## src/rtl/uart_tx.sv

```systemverilog
`timescale 1ns/1ps
`default_nettype none
// ============================================================================
// Module      : uart_tx
// Description : UART transmitter. Accepts one parallel word per frame through
//               a valid/ready handshake and serialises it as start bit, data
//               bits LSB first, optional parity bit and one or two stop bits.
//               The serial line is driven directly from a flop (glitch-free).
// Revision    : 1.0 - initial release
// ============================================================================
module uart_tx #(
   parameter int DATA_WIDTH = 8,
   parameter int BAUD_RATE  = 9600,
   parameter int CLK_FREQ   = 12_000_000,
   parameter int PARITY     = 0,
   parameter int STOP_BITS  = 1
) (
   input  logic                  clk,
   input  logic                  rst,
   input  logic [DATA_WIDTH-1:0] data,
   input  logic                  valid,
   output logic                  ready,
   output logic                  sig,
   output logic                  busy
);

   localparam int PULSE_WIDTH = CLK_FREQ / BAUD_RATE;
   localparam int BAUD_W      = $clog2(PULSE_WIDTH) + 1;
   localparam int BIT_W       = $clog2(DATA_WIDTH) + 1;

   localparam logic [BAUD_W-1:0] BAUD_RELOAD = BAUD_W'(PULSE_WIDTH - 1);
   localparam logic [BIT_W-1:0]  LAST_DATA   = BIT_W'(DATA_WIDTH - 1);
   localparam logic [BIT_W-1:0]  LAST_STOP   = BIT_W'(STOP_BITS - 1);

   // Parameter sanity checks, evaluated at elaboration time
   if (PULSE_WIDTH < 2) begin : g_chk_pulse
      $error("uart_tx: CLK_FREQ/BAUD_RATE must be at least 2");
   end
   if (PARITY < 0 || PARITY > 2) begin : g_chk_parity
      $error("uart_tx: PARITY must be 0, 1 or 2");
   end
   if (STOP_BITS < 1 || STOP_BITS > 2) begin : g_chk_stop
      $error("uart_tx: STOP_BITS must be 1 or 2");
   end
   if (DATA_WIDTH < 1) begin : g_chk_width
      $error("uart_tx: DATA_WIDTH must be at least 1");
   end

   typedef enum logic [2:0] {
      S_IDLE   = 3'd0,
      S_START  = 3'd1,
      S_DATA   = 3'd2,
      S_PARITY = 3'd3,
      S_STOP   = 3'd4
   } state_t;

   state_t                state;
   state_t                state_next;
   logic [BAUD_W-1:0]     baud_cnt;
   logic [BIT_W-1:0]      bit_cnt;
   logic [DATA_WIDTH-1:0] shreg;
   logic [DATA_WIDTH-1:0] shifted;
   logic                  par_bit;
   logic                  sig_next;
   logic                  handshake;
   logic                  bit_end;
   logic                  shift;
   logic                  cnt_clr;
   logic                  cnt_inc;
   logic                  frame_done;

   // State register; reset aborts any frame in progress
   always_ff @(posedge clk) begin
      if (rst) begin
         state <= S_IDLE;
      end else begin
         state <= state_next;
      end
   end

   // Next-state logic and next value of the serial line
   always_comb begin
      state_next = state;
      sig_next   = sig;
      handshake  = 1'b0;
      shift      = 1'b0;
      cnt_clr    = 1'b0;
      cnt_inc    = 1'b0;
      frame_done = 1'b0;
      bit_end    = (baud_cnt == '0);
      shifted    = shreg >> 1;
      case (state)
         S_IDLE: begin
            sig_next = 1'b1;
            if (valid && ready) begin
               handshake  = 1'b1;
               sig_next   = 1'b0;
               state_next = S_START;
            end
         end
         S_START: begin
            if (bit_end) begin
               state_next = S_DATA;
               sig_next   = shreg[0];
               cnt_clr    = 1'b1;
            end
         end
         S_DATA: begin
            if (bit_end) begin
               if (bit_cnt == LAST_DATA) begin
                  cnt_clr = 1'b1;
                  if (PARITY != 0) begin
                     state_next = S_PARITY;
                     sig_next   = par_bit;
                  end else begin
                     state_next = S_STOP;
                     sig_next   = 1'b1;
                  end
               end else begin
                  // next data bit is the one after the current LSB
                  cnt_inc  = 1'b1;
                  shift    = 1'b1;
                  sig_next = shifted[0];
               end
            end
         end
         S_PARITY: begin
            if (bit_end) begin
               state_next = S_STOP;
               sig_next   = 1'b1;
               cnt_clr    = 1'b1;
            end
         end
         S_STOP: begin
            sig_next = 1'b1;
            if (bit_end) begin
               if (bit_cnt == LAST_STOP) begin
                  state_next = S_IDLE;
                  frame_done = 1'b1;
                  cnt_clr    = 1'b1;
               end else begin
                  cnt_inc = 1'b1;
               end
            end
         end
         default: begin
            state_next = S_IDLE;
            sig_next   = 1'b1;
         end
      endcase
   end

   // Serial line flop: idle high, forced high by reset
   always_ff @(posedge clk) begin
      if (rst) begin
         sig <= 1'b1;
      end else begin
         sig <= sig_next;
      end
   end

   // Baud down-counter: reloads on every bit boundary, free of wrap within a bit
   always_ff @(posedge clk) begin
      if (rst) begin
         baud_cnt <= '0;
      end else if (handshake) begin
         baud_cnt <= BAUD_RELOAD;
      end else if (state != S_IDLE) begin
         baud_cnt <= bit_end ? BAUD_RELOAD : baud_cnt - 1'b1;
      end
   end

   // Bit counter shared by the data bits and the stop bits
   always_ff @(posedge clk) begin
      if (rst) begin
         bit_cnt <= '0;
      end else if (handshake || cnt_clr) begin
         bit_cnt <= '0;
      end else if (cnt_inc) begin
         bit_cnt <= bit_cnt + 1'b1;
      end
   end

   // Shift register and parity captured from the word accepted at handshake
   always_ff @(posedge clk) begin
      if (rst) begin
         shreg   <= '0;
         par_bit <= 1'b0;
      end else if (handshake) begin
         shreg   <= data;
         par_bit <= (PARITY == 2) ? ~^data : ^data;
      end else if (shift) begin
         shreg <= shifted;
      end
   end

   // Handshake flags: ready only in idle, busy for the whole frame
   always_ff @(posedge clk) begin
      if (rst) begin
         ready <= 1'b0;
         busy  <= 1'b0;
      end else if (handshake) begin
         ready <= 1'b0;
         busy  <= 1'b1;
      end else if (frame_done) begin
         ready <= 1'b1;
         busy  <= 1'b0;
      end else if (state == S_IDLE) begin
         ready <= 1'b1;
      end
   end

endmodule
`default_nettype wire

```

## config.mk

```make
export PLATFORM = sky130hd
export DESIGN_NAME = uart_tx
export DESIGN_NICKNAME = d
export VERILOG_FILES = /design/src/rtl/uart_tx.sv
export SDC_FILE = /design/constraint.sdc
export NUM_CORES = 1
export LEC_CHECK = 0
export CORE_ASPECT_RATIO = 0.8
export CORE_UTILIZATION = 49
export DETAILED_ROUTE_END_ITERATION = 8
export GPL_TIMING_DRIVEN = 0
export HOLD_SLACK_MARGIN = 0.06
export PLACE_DENSITY = 0.65
export SLEW_MARGIN = 20
export SYNTH_ARGS = -nofsm -noshare
export SYNTH_HDL_FRONTEND = slang
export SYNTH_SLANG_ARGS = --single-unit
```

## constraint.sdc

```tcl
create_clock -name clk -period 4.8 [get_ports clk]
set_input_delay 0.72 -clock clk [delete_from_list [all_inputs] [get_ports clk]]
set_output_delay 0.72 -clock clk [all_outputs]
set_load 0.01 [all_outputs]
```

==> flow_metrics.py <==
metrics = {
    "power_and_ir_drop": {
        "vdd_drop_max_v": 0.000172,
        "power.density_nw_per_um2": 367,
        "p_leak_nw": 0.684,
        "swShare": 0.365,
        "internal_power_mw": 0.476,
        "p_seq_frac": 0.391,
        "pwr-share-clk": 0.255,
        "power_switching_mw": 0.274,
        "p_total_mw": 0.749,
        "p_comb_frac": 0.354,
    },
    "yosys": {
        "synthSimpleGateAreaFrac": 0.234,
        "synth_xor_xnor_area_share": 0.0195,
        "synth_area_sq_um": 1790,
        "synthMuxAreaShare": 0.0391,
        "syn_inst": 191,
        "synth_edf_count": 0,
        "synth-async-reset-ratio": 0,
        "synthAdderAreaFrac": 0.0209,
        "synth_compound_area_frac": 0.267,
        "synth_top_family_by_area": "compound AO/OA/AOI/OAI gates",
        "synth_cell_types": 57,
        "syn_nets": 205,
        "synth_area_per_cell_sq_um": 9.39,
        "synth_ff_type": "dfxtp_1",
        "yosysSeqAreaShare": 0.335,
        "ys_warn_count": 0,
        "ys_ff_latch": 30,
    },
    "route": {
        "drc": 0,
        "ant_nets": 0,
        "totalWireLength_um": 4100,
        "vias": 1565,
        "drt_pass1_iterations": 4,
        "wl_per_cell_um": 16.3,
        "via_per_inst": 6.21,
        "drt_iter0_drc": 77,
    },
    "timing": {
        "slew_headroom": 0.397,
        "tns_ps": 0,
        "worst_slew_pin_slew_ps": 898,
        "setup_viol": 0,
        "max_freq_mhz": 428,
        "rsz0062_at_grt": "false",
        "slew_violations": 0,
        "setup_slack_ps": 2470,
        "skew_ps": 3.89,
        "min_period_ps": 2330,
        "hold_violations": 0,
        "timing.final.crit_share": 0.486,
    },
    "clock_network": {
        "cts_tree": "done",
        "cts_resized": 0,
        "clk_pin_slew_ps": 60,
        "cts_setup_buffers": 0,
        "htree_levels": 2,
        "postCtsHoldBufs": 0,
        "root_buffer": "clkbuf_8",
        "cts_sinks": 30,
        "clock_latency_ps": 280,
        "numCtsBuffers": 5,
        "cts_max_path_buffers": 2,
    },
    "job": {
        "cap_violations": 0,
    },
    "run_status": {
        "status": "completed",
    },
    "global_route": {
        "grt.total_usage": 0.232,
        "grt_max_degree": 11,
        "grt_pass1_wl_um": 7030,
        "antenna_found_initial": 0,
        "grt_pass1_vias": 1470,
        "grt.overflow.total": 0,
    },
    "die": {
        "placementRows": 19,
        "floorplan.initialDensity": 0.517,
        "core_sq_um": 3470,
        "fp.dieArea_sq_um": 3910,
        "die_h_um": 56.1,
        "die_x_um": 69.6,
        "ios": 14,
    },
    "layout": {
        "stdcell_count": 252,
        "fin_util": 0.588,
        "nets": 224,
        "antenna_cells": 0,
        "syn_to_final_growth_pct": 13.9,
        "drive_gt1_frac": 0.143,
        "fill_cells": 308,
    },
    "worst_setup_path": {
        "crit_path_cell_trace": "inv_1, ha_1, nor4b_2, nand4_2, or4_1, a211oi_2",
        "end_kind": "flip-flop",
        "worstSetupStartpointType": "flip-flop",
        "critPathRequiredTime_ps": 5010,
        "max_stage_delay_ps": 600,
        "crit_slowest_cell": "or4_1",
        "path_class": "flip-flop to flip-flop",
        "cp_top_family": "simple AND/OR/NAND/NOR gates",
        "worstPathArrival_ps": 2540,
        "critPathMaxFanout": 10,
        "critPathBufInv": 1,
    },
    "place": {
        "placed_cells": 245,
        "place_ws_ps": 2500,
        "hpwl_um": 2990,
        "port_buffers": 12,
        "gp_congestion": 0.857,
    },
    "worst_hold_path": {
        "hold_path_class": "flip-flop to flip-flop",
    },
}
==> synthesized netlist by cell type, types with 2 or more instances <==
cell        n  area share
nand2_1    13       0.027
or3_2       2      0.0084
o31ai_1    14       0.059
a21o_1      2      0.0084
clkbuf_1    2      0.0042
xor2_1      3       0.015
o2111ai_1   7       0.034
buf_6       2       0.013
or4_1       3       0.013
nand2b_1    2      0.0070
o21ai_0     4       0.011
mux2i_1     7       0.039
dfxtp_1    30        0.33
nor3_1      4       0.011
a211oi_1    5       0.021
nand4b_1    2      0.0098
nor4_4      2       0.024
a31oi_1     5       0.017
nor4_1      3       0.010
nand3_1     8       0.022
or4b_1      2       0.011
inv_1       9       0.019
nor2_1     13       0.027
clkbuf_8    6       0.046
a21oi_1     7       0.020
ha_1        3       0.021
==> stage by stage <==
step,hold WS (ps),area [sq um]
floorplan,458,1790
global placement,468,1970
detailed placement,486,1970
CTS,495,2040
global route,525,2040
finish,490,2040
==> area by class of cell <==
class	count	area (sq um)	share of cell area
well taps	42	52.6	0.0257
clock buffers	7	76.3	0.0374
inverters	9	33.8	0.0165
flip-flops and latches	30	601	0.294
multi-input cells	141	1040	0.510
plain buffers	11	118	0.0576
repair buffers	12	120	0.0588
==> worst min-delay path, stage by stage (launching register included) <==
cell     delay (ps)
dfxtp_1         310
o21ai_0          70
a21oi_1          70
==> cell usage in the layout, fill, tap and decap left out, types with 5 or more instances in the layout <==
cell,Yosys,routed
dfxtp_1,30,30
o31ai_1,14,14
nand2_1,13,13
nor2_1,13,13
clkdlybuf4s50_1,0,12
clkbuf_8,6,11
inv_1,9,9
nand3_1,8,8
mux2i_1,7,7
o2111ai_1,7,7
a21oi_1,7,7
a31oi_1,5,5
a211oi_1,5,5
==> sequential cells by signal (all words and copies together), names as in the netlist <==
signal / cells
baud_cnt: 12
shreg: 8
bit_cnt: 4
state: 3
busy: 1
ready: 1
sig: 1
==> cells by family after synthesis <==
logic type,Yosys count
AOI/OAI and AO/OA,60
xor gates and xnor gates,4
adders and majority gates,3
buffers and inverters,20
DFF,30
muxes,7
and+or+nand+nor,67
==> worst paths after layout <==
kind                from          to  slack (ps)  cells after the start
max          baud_cnt[0]  bit_cnt[3]        2470                      6
min                 busy        busy         490                      2
max reg2reg  baud_cnt[0]  bit_cnt[3]        2470                      6
min reg2reg         busy        busy         490                      2
==> per-layer routing <==
layer,track usage,routed length (um),vias to the layer above,share of wire
met3,0.0634,296,10,0.072
met2,0.334,1670,50,0.41
li1,-,-,783,-
met1,0.329,2060,722,0.50
met4,0.0886,72,0,0.018
met5,0,0,-,0
==> power groups by stage <==
stage / clock network (mW) / logic [mW] / registers (mW)
finish: 0.191 / 0.265 / 0.293
global route: 0.205 / 0.290 / 0.296
CTS: 0.197 / 0.264 / 0.292
detailed placement: 0 / 0.262 / 0.298
global placement: 0 / 0.258 / 0.296
floorplan: 0 / 0.198 / 0.295
Note: power is estimated with default switching activity, not from simulation.
